===== src/rtl/pb_io_timer_hub.sv =====
// rtl/pb_io_timer_hub.sv - PicoBlaze millisecond interval timers, interrupt and input-port mux hub
// Optional feature macro: PB_IO_SYNC_EN (two-flop synchroniser on input_data ahead of the read mux).
module pb_io_timer_hub #(
    parameter int         CLK_FREQ_IN_HZ = 25000000,
    parameter int         NUM_TIMERS     = 2,
    parameter int         NUM_IN_PORTS   = 4,
    parameter logic [7:0] BASE_ADDR      = 8'hF0
) (
    input  logic                      clk,
    input  logic                      reset_n,
    input  logic [7:0]                port_id,
    input  logic [7:0]                out_port,
    input  logic                      write_strobe,
    input  logic                      read_strobe,
    output logic [7:0]                in_port,
    output logic                      interrupt,
    input  logic                      interrupt_ack,
    input  logic [8*NUM_IN_PORTS-1:0] input_data,
    output logic [NUM_TIMERS-1:0]     timer_event
);
    localparam int TICK_DIV = CLK_FREQ_IN_HZ / 1000;
    localparam int TICK_W   = (TICK_DIV > 1) ? $clog2(TICK_DIV) : 1;
    localparam logic [TICK_W-1:0] TICK_LAST = TICK_W'(TICK_DIV - 1);

    logic [TICK_W-1:0]         presc;
    logic                      tick;
    logic [NUM_TIMERS-1:0]     ctrl, mask, pending, overrun;
    logic [NUM_TIMERS-1:0]     fire, load, clr_pend, clr_ovr;
    logic [15:0]               reload    [NUM_TIMERS];
    logic [15:0]               count     [NUM_TIMERS];
    logic [7:0]                staged_lo [NUM_TIMERS];
    logic [8*NUM_IN_PORTS-1:0] in_data;
    logic                      hub_hit, wr_hit;
    logic [3:0]                offset;
    logic [7:0]                rd_data;
    logic                      unused_read_strobe;

    assign unused_read_strobe = read_strobe;
    assign hub_hit  = (port_id[7:4] == BASE_ADDR[7:4]);
    assign offset   = port_id[3:0];
    assign wr_hit   = write_strobe && hub_hit;
    assign tick     = (presc == TICK_LAST);
    assign clr_pend = (wr_hit && offset == 4'd2) ? out_port[NUM_TIMERS-1:0] : '0;
    assign clr_ovr  = (wr_hit && offset == 4'd3) ? out_port[NUM_TIMERS-1:0] : '0;

    always_ff @(posedge clk or negedge reset_n) begin
        if (!reset_n) presc <= '0;
        else if (tick) presc <= '0;
        else           presc <= presc + 1'b1;
    end

`ifdef PB_IO_SYNC_EN
    logic [8*NUM_IN_PORTS-1:0] sync_q1, sync_q2;
    always_ff @(posedge clk or negedge reset_n) begin
        if (!reset_n) begin
            sync_q1 <= '0;
            sync_q2 <= '0;
        end else begin
            sync_q1 <= input_data;
            sync_q2 <= sync_q1;
        end
    end
    assign in_data = sync_q2;
`else
    assign in_data = input_data;
`endif

    // A counter reload (enable edge or RELOAD_HI commit) takes precedence over firing.
    always_comb begin
        fire = '0;
        load = '0;
        for (int i = 0; i < NUM_TIMERS; i++) begin
            load[i] = wr_hit && (((offset == 4'd0) && out_port[i] && !ctrl[i]) ||
                                 (offset == 4'(5 + 2*i)));
            fire[i] = !load[i] && ctrl[i] && tick && (reload[i] != 16'd0) && (count[i] <= 16'd1);
        end
    end
    assign timer_event = fire;

    always_ff @(posedge clk or negedge reset_n) begin
        if (!reset_n) begin
            ctrl      <= '0;
            mask      <= '0;
            pending   <= '0;
            overrun   <= '0;
            interrupt <= 1'b0;
            for (int i = 0; i < NUM_TIMERS; i++) begin
                reload[i]    <= '0;
                count[i]     <= '0;
                staged_lo[i] <= '0;
            end
        end else begin
            if (wr_hit && offset == 4'd0) ctrl <= out_port[NUM_TIMERS-1:0];
            if (wr_hit && offset == 4'd1) mask <= out_port[NUM_TIMERS-1:0];
            pending <= (pending & ~clr_pend) | fire;
            overrun <= (overrun & ~clr_ovr) | (fire & pending);
            if (|(fire & mask))   interrupt <= 1'b1;
            else if (interrupt_ack) interrupt <= 1'b0;
            for (int i = 0; i < NUM_TIMERS; i++) begin
                if (wr_hit && offset == 4'(4 + 2*i)) staged_lo[i] <= out_port;
                if (wr_hit && offset == 4'(5 + 2*i)) begin
                    reload[i] <= {out_port, staged_lo[i]};
                    count[i]  <= {out_port, staged_lo[i]};
                end else if (load[i] || fire[i]) begin
                    count[i] <= reload[i];
                end else if (ctrl[i] && tick && reload[i] != 16'd0) begin
                    count[i] <= count[i] - 16'd1;
                end
            end
        end
    end

    always_comb begin
        rd_data = 8'h00;
        if (hub_hit) begin
            case (offset)
                4'd0:    rd_data[NUM_TIMERS-1:0] = ctrl;
                4'd1:    rd_data[NUM_TIMERS-1:0] = mask;
                4'd2:    rd_data[NUM_TIMERS-1:0] = pending;
                4'd3:    rd_data[NUM_TIMERS-1:0] = overrun;
                default: rd_data = 8'h00;
            endcase
            for (int i = 0; i < NUM_TIMERS; i++) begin
                if (offset == 4'(4 + 2*i)) rd_data = reload[i][7:0];
                if (offset == 4'(5 + 2*i)) rd_data = reload[i][15:8];
            end
        end else begin
            for (int k = 0; k < NUM_IN_PORTS; k++) begin
                if (port_id == 8'(k)) rd_data = in_data[8*k +: 8];
            end
        end
    end

    always_ff @(posedge clk or negedge reset_n) begin
        if (!reset_n) in_port <= 8'h00;
        else          in_port <= rd_data;
    end
endmodule


===== config.mk =====
export PLATFORM = sky130hd
export DESIGN_NAME = pb_io_timer_hub
export DESIGN_NICKNAME = d
export VERILOG_FILES = /design/src/rtl/pb_io_timer_hub.sv
export SDC_FILE = /design/constraint.sdc
export NUM_CORES = 1
export LEC_CHECK = 0
export BUFFER_PORTS_ARGS = -buffer_cell sky130_fd_sc_hd__buf_2
export CAP_MARGIN = 20
export CORE_MARGIN = 2
export CORE_UTILIZATION = 40
export CTS_CLUSTER_DIAMETER = 40
export CTS_CLUSTER_SIZE = 8
export DETAILED_ROUTE_END_ITERATION = 10
export PLACE_DENSITY = 0.57
export RECOVER_POWER = 100
export SLEW_MARGIN = 20
export SYNTH_ARGS = -nofsm -noshare
export SYNTH_HDL_FRONTEND = slang
export SYNTH_SLANG_ARGS = --single-unit

===== constraint.sdc =====
create_clock -name clk -period 2.46 [get_ports clk]
set_input_delay 0.492 -clock clk [delete_from_list [all_inputs] [get_ports clk]]
set_output_delay 0.492 -clock clk [all_outputs]
set_load 0.005 [all_outputs]

==> summary.md, run 1 <==
| Metric | Value |
|---|---|
| Synth warn | 0 |
| GR Overflow Total | 0 |
| Hold Fails Final Rpt | 0 |
| Die X | 128.8 microns |
| Critical path class | flop to output port |
| Clock Skew | 0.01397 ns |
| Family with the most delay on the worst path | simple AND/OR/NAND/NOR gates |
| Clock Latency Late Sink | 0.36 ns |
| Top-Level Pins | 64 |
| Synth unique cells | 67 |
| Worst hold margin | 0.2637 ns |
| Inserted Clock Buffers | 9 |
| Clock period minus worst slack | 2.583 ns |
| Routed wire length | 19.02 mm |
| Fraction of registers with async set or reset after synthesis | 1.000 |
| CP endpoint kind | output port |
| Crit-path slowest cell | or4_4 |
| Final core occ | 0.5069 |
| Diode count | 0 |
| Syn avg cell area | 9.190 sq um |
| Initial Util | 0.4099 |
| Ratio of cells with drive above 1 in the final layout | 0.2479 |
| GRT Total Usage | 0.2345 |
| Via/cell ratio | 5.781 |
| Std-Cell Rows | 45 |
| #FFs+latches synth | 112 |
| P per Cell Area | 535.8 nW/um^2 |
| Status | finished, violations left |
| # nets final | 868 |
| Slew HR | 0.3795 |
| Buf+Inv Stages, Crit Path | 3 |
| Final setup violation count | 3 |
| CTS tree | yes |
| Design area | 7706 sq um |
| Final period util | 1.050 |
| Most frequent cells in the layout | nand2_1, dfrtp_1, buf_4 |
| Detailed Place HPWL | 14.33 mm |
| Clk root buf | clkbuf_16 |
| Drt wl/cell | 18.97 microns |
| Worst Hold Class | input pin to asynchronous set/reset pin |
| Critical path, cell by cell | or4_4 > nor4_4 > buf_6 > nand3_4 > nor3_2 > buf_4 > buf_6 |
| Max Clk Rate | 387.1 MHz |
| Mapped Nets | 736 |
| Drt pass-1 iters | 7 |
| GPL Wtd Cong | 0.9123 |
| First-pass GRT wire length | 30.13 mm |
| CP peak stage delay | 0.55 ns |
| Cell repeated most along the worst path | buf_6 |
| Number of synthesized flops with an enable pin | 0 |
| Most common cell after layout, fill and taps aside | nand2_1 |
| Worst-path clk slew | 0.08 ns |
| Height of the die | 128.8 microns |
| Total number of vias | 5798 |
| Worst-path fanout max | 5 |
| Final WS setup | -0.1230 ns |
| Antenna viol nets, final | 0 |
| Synth-to-layout area growth | 23.67% |
| Lkg Pwr | 3.634 nW |
| Core Area | 15200 sq um |
| CTS H-tree lvls | 3 |
| WP data arrival | 2.09 ns |
| Maximum vdd drop | 0.3184 mV |
| Clock sink total | 112 |
| Largest net degree at the start of global routing | 37 |
| Initial antenna violation count | 0 |
| Unrepaired setup endpoints after global routing | yes |
| Failing checks | setup timing |
| Synth Instances | 678 |
| Seq/Total Area, Yosys | 0.4498 |
| Clk buf depth | 2 |
| Fillers | 1451 |
| Multi-input logic area | 3283 sq um |
| Critical path required time | 1.97 ns |
| Crit start category | flop |
| Initial DRC count | 433 |
| Full die area | 16590 sq um |
| Tightest Pin Transition | 0.9308 ns |
| Max-slew violation count | 0 |
| Maxcap violations | 0 |
| DRC | 0 |
| Vias in the first global route | 5678 |
| Seq. cell area | 2803 sq um |
| Post-Syn Area | 6231 sq um |
| DP Area | 7331 sq um |
| IO buf count | 62 |
| Top FF cell, synth | dfrtp_1 |
==> through the flow <==
| step | TNS, ns | worst slack, ns | cells | total power, mW |
|---|---|---|---|---|
| 2_1_floorplan | 0 | 0.03819 | 678 | 2.306 |
| 3_3_place_gp | 0 | 0.003546 | 979 | 2.550 |
| 3_5_place_dp | -0.1223 | -0.07384 | 979 | 2.564 |
| 4_1_cts | -0.3865 | -0.1513 | 1002 | 4.157 |
| 5_1_grt | -0.7709 | -0.2041 | 1003 | 4.303 |
| 6_report | -0.2646 | -0.1230 | 1003 | 4.129 |
==> final cells by class <==
class,count,area share
clock inverter,7,0.01299
inverter,20,0.009742
multi-input combinational,514,0.4260
timing repair buffer,153,0.1278
sequential,112,0.3637
tap,188,0.03052
clock buffer,9,0.02923
==> cells in the mapped netlist (5+ instances only) <==
cell,number,area share
a21oi_1,25,0.020
a221oi_1,9,0.013
a22oi_1,6,0.0072
a31oi_1,5,0.0050
and2_1,5,0.0050
and3_1,7,0.0070
buf_2,5,0.0040
clkbuf_1,21,0.013
dfrtp_1,112,0.45
ha_1,5,0.010
inv_1,20,0.012
mux2_2,21,0.038
mux2i_1,22,0.035
mux4_2,6,0.022
nand2_1,124,0.075
nand3_1,37,0.030
nand3b_1,5,0.0060
nor2_1,50,0.030
nor3_1,22,0.018
nor4_1,17,0.017
o211ai_1,6,0.0072
o21ai_0,35,0.028
o31ai_1,5,0.0060
or3_1,8,0.0080
xnor2_1,9,0.013
xor2_1,8,0.011
==> per-layer routing <==
| metal | vias up | track usage | part of all wire |
|---|---|---|---|
| li1 | 2745 | - | - |
| met1 | 2856 | 0.3182 | 0.46 |
| met2 | 182 | 0.3903 | 0.48 |
| met3 | 15 | 0.04865 | 0.055 |
| met4 | 0 | 0.04923 | 0.011 |
| met5 | - | 0 | 0 |
==> power by group <==
part | total (mW) | internal [mW] | switching [mW] | leakage (nW)
sequential | 1.99 | 1.91 | 0.0770 | 1.47
combinational | 0.545 | 0.241 | 0.304 | 2.00
clock | 1.60 | 0.824 | 0.772 | 0.158
total | 4.13 | 2.97 | 1.15 | 3.63
==> registers in the layout, summed over array words and instances, names as in the netlist <==
name,cells
mask,2
presc,15
interrupt,1
count,32
staged_lo,16
reload,32
ctrl,2
in_port,8
pending,2
overrun,2
==> worst reg2reg max path: cells and delay by family, from the launching register on <==
kind                   cells  cell delay (ns)
DFF                        1             0.39
buffers and inverters      2             0.35
and+or+nand+nor            3             0.83
AOI/OAI and AO/OA          3             0.68
==> kinds of logic after synthesis <==
family,count (synthesis),share of synthesized area
multiplexers,49,0.09498
AO/OA/AOI/OAI,138,0.1522
XOR/XNOR,17,0.02390
AND/OR/NAND/NOR,305,0.2359
flip-flops,112,0.4498
buffers and inverters,52,0.03313
adder cells (fa/ha/maj),5,0.01004
==> path summary, 6_finish.rpt <==
path / from / to / slack [ns] / cells past startpoint
min reg2reg: presc[0] / presc[0] / 0.49 / 1
min: reset_n / reload[3] / 0.26 / 1
max in group asynchronous: reset_n / presc[0] / 0.86 / 2
min in group clk: input_data[7] / in_port[7] / 0.38 / 3
max reg2reg: presc[10] / count[10] / 0.09 / 8
max: presc[10] / timer_event[0] / -0.12 / 7
==> what timing repair did <==
| item | CTS | global route |
|---|---|---|
| buffers inserted | 7 | 2 |
| hold buffers | 0 | 0 |
| resized for setup | 7 | 7 |
| pin swaps | 6 | 4 |
| endpoints found under the setup margin | 13 | 22 |
No activity file was read; power rests on OpenSTA's default activity.
==> run 2, diff against run 1 <==
--- a/config.mk
+++ b/config.mk
@@ -14,6 +14,7 @@
 export DETAILED_ROUTE_END_ITERATION = 10
 export PLACE_DENSITY = 0.57
 export RECOVER_POWER = 100
+export SETUP_SLACK_MARGIN = 0.15
 export SLEW_MARGIN = 20
 export SYNTH_ARGS = -nofsm -noshare
 export SYNTH_HDL_FRONTEND = slang
==> run 2 against run 1 <==
Against the previous run: the run ends with capacitance limit, slew limit, setup timing left; sequential cell count did not move; sequential power barely moved; via count rose by 3.5%; non-clock buffer count rose by 24; worst setup slack got worse by 0.056 ns; largest cell class unchanged.
==> summary.md, run 2 (synthesis results as in run 1) <==
| Metric | Value |
|---|---|
| CTS H-tree lvls | 3 (unchanged) |
| Final WS setup | -0.1795 ns (-0.05649 ns) |
| Via/cell ratio | 5.845 (+1.1%) |
| Net Sw Power | 1.116 mW (-3.3%) |
| Switching share of power | 0.2768 (-0.002648) |
| Combinational power share | 0.148 (+0.016) |
| Crit start category | flop |
| WL met1 | 9.124 mm (+5.1%) |
| Design area | 8203 sq um (+6.4%) |
| Hold Fails Final Rpt | 0 (unchanged) |
| Cts hold-fix bufs | 0 (unchanged) |
| Drt pass-1 iters | 5 (-2) |
| GPL Wtd Cong | 0.9061 (-0.68%) |
| GR Overflow Total | 0 (unchanged) |
| Clock share of power | 0.358 (-0.029) |
| Critical path class | flop to output port |
| Maxcap violations | 1 (+1) |
| First-pass GRT wire length | 31.33 mm (+4.0%) |
| Multi-input logic area | 3550 sq um (+8.1%) |
| Detailed Place HPWL | 14.23 mm (-0.66%) |
| GRT Total Usage | 0.2438 (+0.009343) |
| Met2 wire length | 9.121 mm (+0.35%) |
| Maximum vdd drop | 0.4155 mV (+30%) |
| Top flop regs | count: 32 flops, reload: 32 flops, staged_lo: 16 flops |
| Worst-path fanout max | 4 (-1) |
| Fillers | 1385 (-4.5%) |
| Routed wire length | 20.08 mm (+5.5%) |
| Initial antenna violation count | 0 (unchanged) |
| Height of the die | 128.8 microns (unchanged) |
| Antenna viol nets, final | 0 (unchanged) |
| Clk buf depth | 2 (unchanged) |
| DP Area | 7273 sq um (-0.79%) |
| Clock Skew | 0.01094 ns (-0.003031 ns) |
| Largest net degree at the start of global routing | 113 (+210%) |
| Final setup violation count | 17 (+14) |
| Lkg Pwr | 3.805 nW (+4.7%) |
| Most frequent cells in the layout | nand2_1, dfrtp_1, buf_4 |
| Inserted Clock Buffers | 9 (unchanged) |
| WP data arrival | 2.15 ns (+0.06 ns) |
| Max Used Layer | met4 |
| P per Cell Area | 491.6 nW/um^2 (-8.2%) |
| Initial DRC count | 540 (+25%) |
| Sequential power share | 0.494 (+0.013) |
| Drt wl/cell | 19.55 microns (+3.1%) |
| Initial Util | 0.4099 (unchanged) |
| Vias in the first global route | 5873 (+3.4%) |
| Slew HR | -0.04040 (-0.4199) |
| Clk root buf | clkbuf_16 |
| Worst hold margin | 0.3658 ns (+0.1021 ns) |
| Synth-to-layout area growth | 31.65% |
| CTS tree | yes |
| Total number of vias | 6003 (+3.5%) |
| Core Area | 15200 sq um (unchanged) |
| Ratio of cells with drive above 1 in the final layout | 0.3099 (+0.06204) |
| WL met3 | 1.317 mm (+25%) |
| Max-slew violation count | 113 (+113) |
| Critical path required time | 1.97 ns (about the same) |
| Std-Cell Rows | 45 (unchanged) |
| CP endpoint kind | output port |
| Full die area | 16590 sq um (unchanged) |
| DRC | 0 (unchanged) |
| Tightest Pin Transition | 1.561 ns (+0.6298 ns) |
| Die X | 128.8 microns (unchanged) |
| Failing checks | capacitance limit, slew limit, setup timing |
| IO buf count | 62 (unchanged) |
| Most common cell after layout, fill and taps aside | nand2_1 |
| Max Clk Rate | 378.9 MHz (-2.1%) |
| Diode count | 0 (unchanged) |
| # nets final | 892 (+2.8%) |
| Status | finished, violations left |
| Top-Level Pins | 64 (unchanged) |
| Internal | 2.916 mW (-2.0%) |
| Clock Latency Late Sink | 0.37 ns (about the same) |
| Clock sink total | 112 (unchanged) |
| Unrepaired setup endpoints after global routing | yes |
| Seq. cell area | 2804 sq um (about the same) |
| Clock period minus worst slack | 2.640 ns (+0.05649 ns) |
| Worst-path clk slew | 0.07 ns (about the same) |
| Worst Hold Class | input pin to flop |
| Final period util | 1.073 (+0.02297) |
run 2: cell count changes in the layout (fill, tap and decap cells not counted), sizes merged:
| cell | change |
|---|---|
| clkinvlp | +1 |
| buf | +22 |
| inv | -2 |
| clkbuf | +4 |
| bufinv | -1 |
run 2: final cells by class:
| cell class | instances | share of cell area |
|---|---|---|
| sequential | 112 | 0.3418 |
| tap | 188 | 0.02868 |
| inverter | 20 | 0.009152 |
| timing repair buffer | 177 | 0.1530 |
| multi-input combinational | 514 | 0.4327 |
| clock inverter | 5 | 0.003813 |
| clock buffer | 11 | 0.03081 |
run 2: worst paths after layout:
check	from	to	slack, ns	depth (start not counted)
max	presc[6]	timer_event[0]	-0.18	8
max in group asynchronous	reset_n	count[23]	0.71	2
max reg2reg	presc[6]	count[4]	-0.08	12
min	input_data[15]	in_port[7]	0.37	3
min reg2reg	staged_lo[8]	reload[16]	0.50	2
min in group asynchronous	reset_n	presc[0]	0.62	2
run 2: layer usage:
metal / up-vias / GRT usage
met5: - / 0
met4: 0 / 0.08056
li1: 2790 / -
met1: 2934 / 0.3457
met2: 236 / 0.3757
met3: 43 / 0.04865
run 2: critical path, stage by stage (launching register included):
cell and delay [ns]:
dfrtp_1 0.38, or4_4 0.55, nor4_4 0.14, buf_4 0.17, buf_6 0.10, nand3_4 0.06, nor3_2 0.11, buf_4 0.17
buf_6 0.10
run 2: repair_timing:
action                     in CTS  in global routing
hold endpoints to repair        0                  0
gates cloned                    1                  1
pin swaps                      23                 33
resized for setup              36                 67
setup endpoints to repair      29                 33
setup buffers                  16                 19
run 2: metrics by stage:
| step | power, mW | TNS [ns] | utilization | worst slack (ns) | instances |
|---|---|---|---|---|---|
| CTS | 4.022 | -0.6468 | 0.5155 | -0.2938 | 1007 |
| finish | 4.032 | -0.7755 | 0.5396 | -0.1795 | 1027 |
| global placement | 2.538 | -0.06809 | 0.4784 | -0.03381 | 974 |
| floorplan | 2.307 | 0 | - | 0.1563 | 678 |
| detailed placement | 2.550 | -0.1799 | 0.4784 | -0.05167 | 974 |
| global route | 4.210 | -3.155 | 0.5396 | -0.2504 | 1027 |
run 2: power groups by stage:
| stage | clock network [mW] | logic, mW | registers, mW |
|---|---|---|---|
| final | 1.44 | 0.596 | 1.99 |
| after global routing | 1.55 | 0.655 | 2.00 |
| after CTS | 1.48 | 0.556 | 1.98 |
| after detailed placement | 0 | 0.533 | 2.02 |
| after global placement | 0 | 0.523 | 2.02 |
| after floorplan | 0 | 0.302 | 2.00 |
